==> src/rtl/seq_pattern_det.sv <==
// Programmable serial bit-pattern detector (Mealy match, runtime pattern/length/overlap).
// Define PATDET_MATCH_CNT_EN to build the saturating match counter; otherwise match_cnt reads 0.
module seq_pattern_det #(
  parameter int MAX_LEN = 8,
  parameter int CNT_W = 8,
  localparam int LEN_W = $clog2(MAX_LEN + 1)
) (
  input  logic               clk,
  input  logic               rst_n,
  input  logic               bit_valid,
  input  logic               bit_in,
  input  logic               cfg_we,
  input  logic [MAX_LEN-1:0] cfg_pattern,
  input  logic [LEN_W-1:0]   cfg_len,
  input  logic               cfg_overlap,
  output logic               match,
  output logic [LEN_W-1:0]   fill,
  output logic               armed,
  output logic [CNT_W-1:0]   match_cnt
);

  typedef enum logic [1:0] {
    S_UNCFG = 2'd0,
    S_FILL  = 2'd1,
    S_ARMED = 2'd2
  } state_t;

  // Low len bits set; selects the active part of the pattern and history window.
  function automatic logic [MAX_LEN-1:0] len_mask(input logic [LEN_W-1:0] l);
    logic [MAX_LEN-1:0] m;
    m = '0;
    for (int i = 0; i < MAX_LEN; i++) begin
      m[i] = (i < int'(l));
    end
    return m;
  endfunction

  state_t             state_r, state_nxt;
  logic [MAX_LEN-2:0] hist_r, hist_nxt;
  logic [MAX_LEN-1:0] pat_r, pat_nxt;
  logic [LEN_W-1:0]   len_r, len_nxt;
  logic               overlap_r, overlap_nxt;
  logic [LEN_W-1:0]   fill_r, fill_nxt;

  logic               accept_s;
  logic               cfg_load_s;
  logic [LEN_W-1:0]   len_clamp_s;
  logic [MAX_LEN-1:0] window_s;
  logic               pat_hit_s;
  logic               last_s;
  logic               match_s;

  // Only MAX_LEN-1 history bits are ever compared; the newest bit comes from bit_in directly.
  assign accept_s    = bit_valid && !cfg_we && (state_r != S_UNCFG);
  assign cfg_load_s  = cfg_we && (cfg_len != '0);
  assign len_clamp_s = (cfg_len > LEN_W'(MAX_LEN)) ? LEN_W'(MAX_LEN) : cfg_len;
  assign window_s    = {hist_r, bit_in};
  assign pat_hit_s   = ((window_s ^ pat_r) & len_mask(len_r)) == '0;
  assign last_s      = (fill_r == (len_r - LEN_W'(1)));
  assign match_s     = accept_s && ((state_r == S_ARMED) || last_s) && pat_hit_s;

  assign match = match_s;
  assign fill  = fill_r;
  assign armed = (state_r == S_ARMED);

  // State and configuration registers.
  always_ff @(posedge clk) begin
    if (!rst_n) begin
      state_r   <= S_UNCFG;
      hist_r    <= '0;
      pat_r     <= '0;
      len_r     <= LEN_W'(1);
      overlap_r <= 1'b0;
      fill_r    <= '0;
    end else begin
      state_r   <= state_nxt;
      hist_r    <= hist_nxt;
      pat_r     <= pat_nxt;
      len_r     <= len_nxt;
      overlap_r <= overlap_nxt;
      fill_r    <= fill_nxt;
    end
  end

  // Next-state logic: configuration load has priority over bit acceptance.
  always_comb begin
    state_nxt   = state_r;
    hist_nxt    = hist_r;
    pat_nxt     = pat_r;
    len_nxt     = len_r;
    overlap_nxt = overlap_r;
    fill_nxt    = fill_r;
    if (cfg_load_s) begin
      state_nxt   = S_FILL;
      hist_nxt    = '0;
      pat_nxt     = cfg_pattern & len_mask(len_clamp_s);
      len_nxt     = len_clamp_s;
      overlap_nxt = cfg_overlap;
      fill_nxt    = '0;
    end else if (accept_s) begin
      hist_nxt = window_s[MAX_LEN-2:0];
      if (match_s && !overlap_r) begin
        state_nxt = S_FILL;
        fill_nxt  = '0;
      end else if (state_r == S_FILL) begin
        if (last_s) begin
          state_nxt = S_ARMED;
          fill_nxt  = len_r;
        end else begin
          fill_nxt = fill_r + LEN_W'(1);
        end
      end else begin
        state_nxt = state_r;
      end
    end else begin
      state_nxt = state_r;
    end
  end

`ifdef PATDET_MATCH_CNT_EN
  logic [CNT_W-1:0] cnt_r;

  // Saturating match counter, cleared on every accepted configuration write.
  always_ff @(posedge clk) begin
    if (!rst_n) begin
      cnt_r <= '0;
    end else if (cfg_load_s) begin
      cnt_r <= '0;
    end else if (match_s && (cnt_r != '1)) begin
      cnt_r <= cnt_r + CNT_W'(1);
    end else begin
      cnt_r <= cnt_r;
    end
  end

  assign match_cnt = cnt_r;
`else
  assign match_cnt = '0;
`endif

endmodule

==> config.mk <==
export PLATFORM = sky130hd
export DESIGN_NAME = seq_pattern_det
export DESIGN_NICKNAME = d
export VERILOG_FILES = /design/src/rtl/seq_pattern_det.sv
export SDC_FILE = /design/constraint.sdc
export NUM_CORES = 1
export LEC_CHECK = 0
export CAP_MARGIN = 20
export CORE_ASPECT_RATIO = 0.8
export CORE_MARGIN = 2
export CORE_UTILIZATION = 35
export DETAILED_ROUTE_END_ITERATION = 6
export HOLD_SLACK_MARGIN = 0.03
export SYNTH_ARGS = -nofsm -noshare
export SYNTH_HDL_FRONTEND = slang
export SYNTH_SLANG_ARGS = --single-unit
==> constraint.sdc <==
create_clock -name clk -period 3.7 [get_ports clk]
set_input_delay 0.74 -clock clk [delete_from_list [all_inputs] [get_ports clk]]
set_output_delay 0.74 -clock clk [all_outputs]
set_load 0.02 [all_outputs]
* Word level (Yosys, flattened, before mapping)
Index checks and enable logic that the tools add are counted.
** Cells by class
- Reduce and logical (&&, ||, !) cells :: 21
- Add/subtract/negate cells :: 2
- Equality and inequality tests :: 3
- Bitwise gates (word level) :: 4
- Multiplexer cells :: 9
- Magnitude comparators :: 17
** Operators with widths (count)
- 3-bit by 4-bit < comparator with 1-bit output (first input constant) :: 8
- 8-bit AND :: 2
- 1-bit by 4-bit < comparator with 1-bit output (first input constant) :: 4
- 2-bit by 4-bit < comparator with 1-bit output (first input constant) :: 4
- 4-bit 2-to-1 mux :: 4
- 8-bit zero test :: 1
- 2-bit nonzero test :: 4
- 8-bit bitwise XOR :: 1
- 1-bit logical AND :: 6
- 2-bit 2-to-1 mux :: 3
- 3-bit AND reduction :: 2
- 3-bit nonzero test :: 2
- 4-bit by 1-bit adder with 4-bit output (second input constant) :: 1
- 4-bit == test :: 1
- 4-bit greater-than comparator (second input constant) :: 1
- 4-bit nonzero test :: 1
- 4-bit by 1-bit subtractor with 4-bit output (second input constant) :: 1
- 2-bit by 1-bit == test with 1-bit output (second input constant) :: 1
- 2-bit == test (second input constant) :: 1
- 1-bit zero test :: 2
- 1-bit 2-to-1 mux :: 2
- 2-bit AND reduction :: 1
- 2-bit OR reduction :: 1
- 1-bit logical OR :: 1
- 1-bit inverter :: 1
** Storage, ports and cells
- Register bits :: 26
- Bits of input ports :: 18
- Output and inout port bits :: 14

* Longest topological paths before layout
- Depth after elaboration :: 9
- Gate-level depth with buffers :: 7
- Depth with buffers taken out :: 7

* Worst setup path before layout
OpenSTA, ideal clock, no wires.
- Path type :: input -> output
- Start :: input cfg_we
- End :: output match
- Data required time :: 2960 ps
- Data arrival time :: 1930 ps
- Path buffers :: 1
- Cell stages on the path :: 4
- Slack :: 1030 ps
- Cell sequence :: nor3b_1 > buf_1 > nand4_1 > a211oi_4
** On the way
- Cells in the longest elaborated chain, start to end :: 5
** RTL lines
- from (decl) :: RTL line 12 : input logic cfg_we,
- 1-bit zero test :: RTL line 54 : assign accept_s = bit_valid && !cfg_we && (state_r != S_UNCFG);
- 1-bit logical AND (2 in series) :: RTL line 54
- 1-bit logical AND (2 in series) :: RTL line 60 : assign match_s = accept_s && ((state_r == S_ARMED) || last_s) && pat_hit_s;
- to (decl) :: RTL line 16 : output logic match,
Every way passes these cells.

* Final worst setup path
- Start :: register len_r[1]
- End :: output match
** On the way
- Cells in the longest elaborated chain, start to end :: 5
- Elaborated cells on any way between the ends :: 15
** RTL lines
- from (decl) :: RTL line 41 : logic [LEN_W-1:0] len_r, len_nxt;
- from (signal assigned) :: RTL line 79 : len_r <= len_nxt;
- 4-bit by 1-bit subtractor with 4-bit output :: RTL line 59 : assign last_s = (fill_r == (len_r - LEN_W'(1)));
- 4-bit == test :: RTL line 59
- 1-bit logical OR :: RTL line 60
- 1-bit logical AND :: RTL line 60
- 1-bit logical AND * :: RTL line 60
Mark *: on every way between the ends. The rest lies on a longest branch, timed or not.

==> results_dict.tcl <==
set metrics [dict create \
    post-route-period-util 0.909 \
    worstSkewPairLatency_ps 270 \
    synth_top_area_share 0.343 \
    area_delta_synth_final_pct 23.7 \
    max_freq_ghz 0.297 \
    diodes 0 \
    synth_flop_cell "dfxtp_1" \
    cts_setup_buffers 0 \
    rrSetupSlack_ps 1440 \
    start_kind "flop" \
    irDropWorstVdd_mv 0.141 \
    drv_slew 0 \
    numCtsBuffers 3 \
    grt_max_degree 16 \
    netlist_area_sq_mm 0.00152 \
    synth.avg_cell_area_sq_um 9.09 \
    drcViolationCount 0 \
    end_kind "primary output" \
    drv_cap 0 \
    coreArea_sq_mm 0.00418 \
    hold_buffers 0 \
    synth_top_cells_by_area "dfxtp_1 34%, mux2i_1 5.9%, buf_4 4.5%" \
    rows 21 \
    layout.nets 216 \
    power.density_mw_per_mm2 350 \
    fp.dieW_um 77.6 \
    tns_ps 0 \
    yosys.area.top_type "dfxtp_1" \
    clockRootBuffer "clkbuf_8" \
    cp_max_fo 10 \
    cellLeakagePower_nw 0.709 \
    finalInstanceArea_sq_mm 0.00188 \
    grt_overflow_total 0 \
    gp_congestion 0.828 \
    wl_per_cell_um 13.3 \
    synth_cells 167 \
    dpl.hpwl_um 2520 \
    worst_pin_slew_ps 957 \
    rsz0062_at_grt "no" \
    antenna_found_initial 0 \
    required_ps 2960 \
    min_period_ps 3360 \
    synth_edf_count 0 \
    num_io_pins 32 \
    synth_cell_types 44 \
    finalHoldViolCount 0 \
    status "completed" \
    grt_pass1_vias 1154 \
    hold_path.class "flop to flop" \
    relSlewSlack 0.353 \
    dieArea_sq_mm 0.00488 \
    cts_tree "yes" \
    ys_warn_count 0 \
    via_count 1265 \
    initial_utilization 0.363 \
    firstDrtPassIters 4 \
    setup_viol 0 \
    portBuffers 23 \
    path_class "flop to primary output" \
    cts.sinks 26 \
    drt.antenna.violating_nets 0 \
    nFillCells 409 \
    die_h_um 62.9 \
    worstPathArrival_ps 2620 \
    track_usage 0.136 \
    finalClockSkew_ps 2.94 \
    h-tree-depth 1 \
    clockBufferDepth 2 \
    ys_ff_latch 26 \
    grt_pass1_wl_um 5450 \
    cts_resized 0 \
    drt-initial-drc-count 73 \
    wl_um 3310 \
    ys_seq_area_frac 0.343 \
    synthArstFlopShare 0 \
    post_dp_cell_area_sq_mm 0.00181 \
    clk_pin_slew_ps 90 \
    vias_per_cell 5.08 \
    layout-drive-gt1-share 0.0938 \
]
## critical path, cell delays in order (launching register included)
cell             delay (ps)
dfxtp_1                 470
inv_1                   130
ha_1                    300
xnor2_1                 130
nor3_2                  180
buf_4                   180
a21oi_1                 110
a211oi_4                210
clkdlybuf4s50_1         650
## cell families after synthesis
family / count (synthesis) / share of synthesized area
other: 1 / 0.00247
adder cells (fa/ha/maj): 5 / 0.0412
flip-flops: 26 / 0.343
AND/OR/NAND/NOR: 57 / 0.197
AO/OA/AOI/OAI: 36 / 0.196
XOR/XNOR: 14 / 0.0907
multiplexers: 9 / 0.0594
buffers and inverters: 19 / 0.0701
## Yosys cell counts, drive strengths merged (2+ instances only)
cell type	number
inv	4
buf	11
a22o	2
and2	2
xnor2	7
a32o	3
a21oi	4
and3	3
nand2b	2
a21boi	6
a2111oi	2
a22oi	2
clkbuf	4
nand3b	2
nor3	2
o21ai	7
nor3b	2
mux2i	9
a211oi	4
nand3	3
nand2	15
nor2	14
dfxtp	26
a221oi	2
ha	5
nor2b	7
xor2	6
## per-stage QoR
stage / std cells / worst slack, ps / power [mW] / util / hold slack, ps
5_1_grt: 249 / 213 / 0.685 / 0.450 / 520
3_5_place_dp: 245 / 322 / 0.426 / 0.432 / 483
6_report: 249 / 336 / 0.657 / 0.450 / 496
2_1_floorplan: 174 / 1030 / 0.387 / - / 453
3_3_place_gp: 245 / 366 / 0.423 / 0.432 / 479
4_1_cts: 249 / 320 / 0.664 / 0.450 / 505
## sequential cells by signal, indices dropped and copies added (netlist names)
register / count
state_r: 2
hist_r: 7
fill: 4
len_r: 4
overlap_r: 1
pat_r: 8
## report_power, final
part           internal (mW)  switching (mW)  total (mW)
clock                  0.145          0.0908       0.236
combinational         0.0584          0.0625       0.121
sequential             0.289          0.0114       0.300
## path summary, 6_finish.rpt
check,to,from,depth (start not counted)
max,match,len_r[1]$_SDFFE_PN0P_,8
min,pat_r[7]$_SDFFE_PN0P_,pat_r[7]$_SDFFE_PN0P_,2
max reg2reg,fill[1]$_SDFFE_PP0P_,len_r[1]$_SDFFE_PN0P_,9
min reg2reg,pat_r[7]$_SDFFE_PN0P_,pat_r[7]$_SDFFE_PN0P_,2
## cell usage in the layout (no fill, tap or decap), types with 4 or more instances in the layout
cell	netlist	layout
xnor2_1	7	7
a21oi_1	4	4
clkdlybuf4s50_1	0	23
o21ai_0	6	6
conb_1	1	8
dfxtp_1	26	26
buf_4	9	6
inv_1	4	4
mux2i_1	9	9
nor2b_1	7	7
xor2_1	6	6
nor2_1	14	14
ha_1	5	5
a21boi_0	6	6
nand2_1	15	15
## routing by layer
metal | track usage | vias up | part of all wire
met4 | 0.0268 | 0 | 0.0057
met3 | 0.0347 | 4 | 0.051
met5 | 0 | - | 0
met1 | 0.189 | 602 | 0.50
li1 | - | 625 | -
met2 | 0.213 | 34 | 0.45
## layout make-up
| cell class | count | area [sq um] | area share |
|---|---|---|---|
| Clock buffer | 3 | 41.3 | 0.0220 |
| Clock inverter | 1 | 30.0 | 0.0160 |
| Inverter | 4 | 15.0 | 0.00799 |
| Multi-Input combinational cell | 129 | 925 | 0.492 |
| Sequential cell | 26 | 520 | 0.277 |
| Tap cell | 57 | 71.3 | 0.0380 |
| Timing Repair Buffer | 29 | 275 | 0.147 |
No activity file was read; power rests on OpenSTA's default activity.
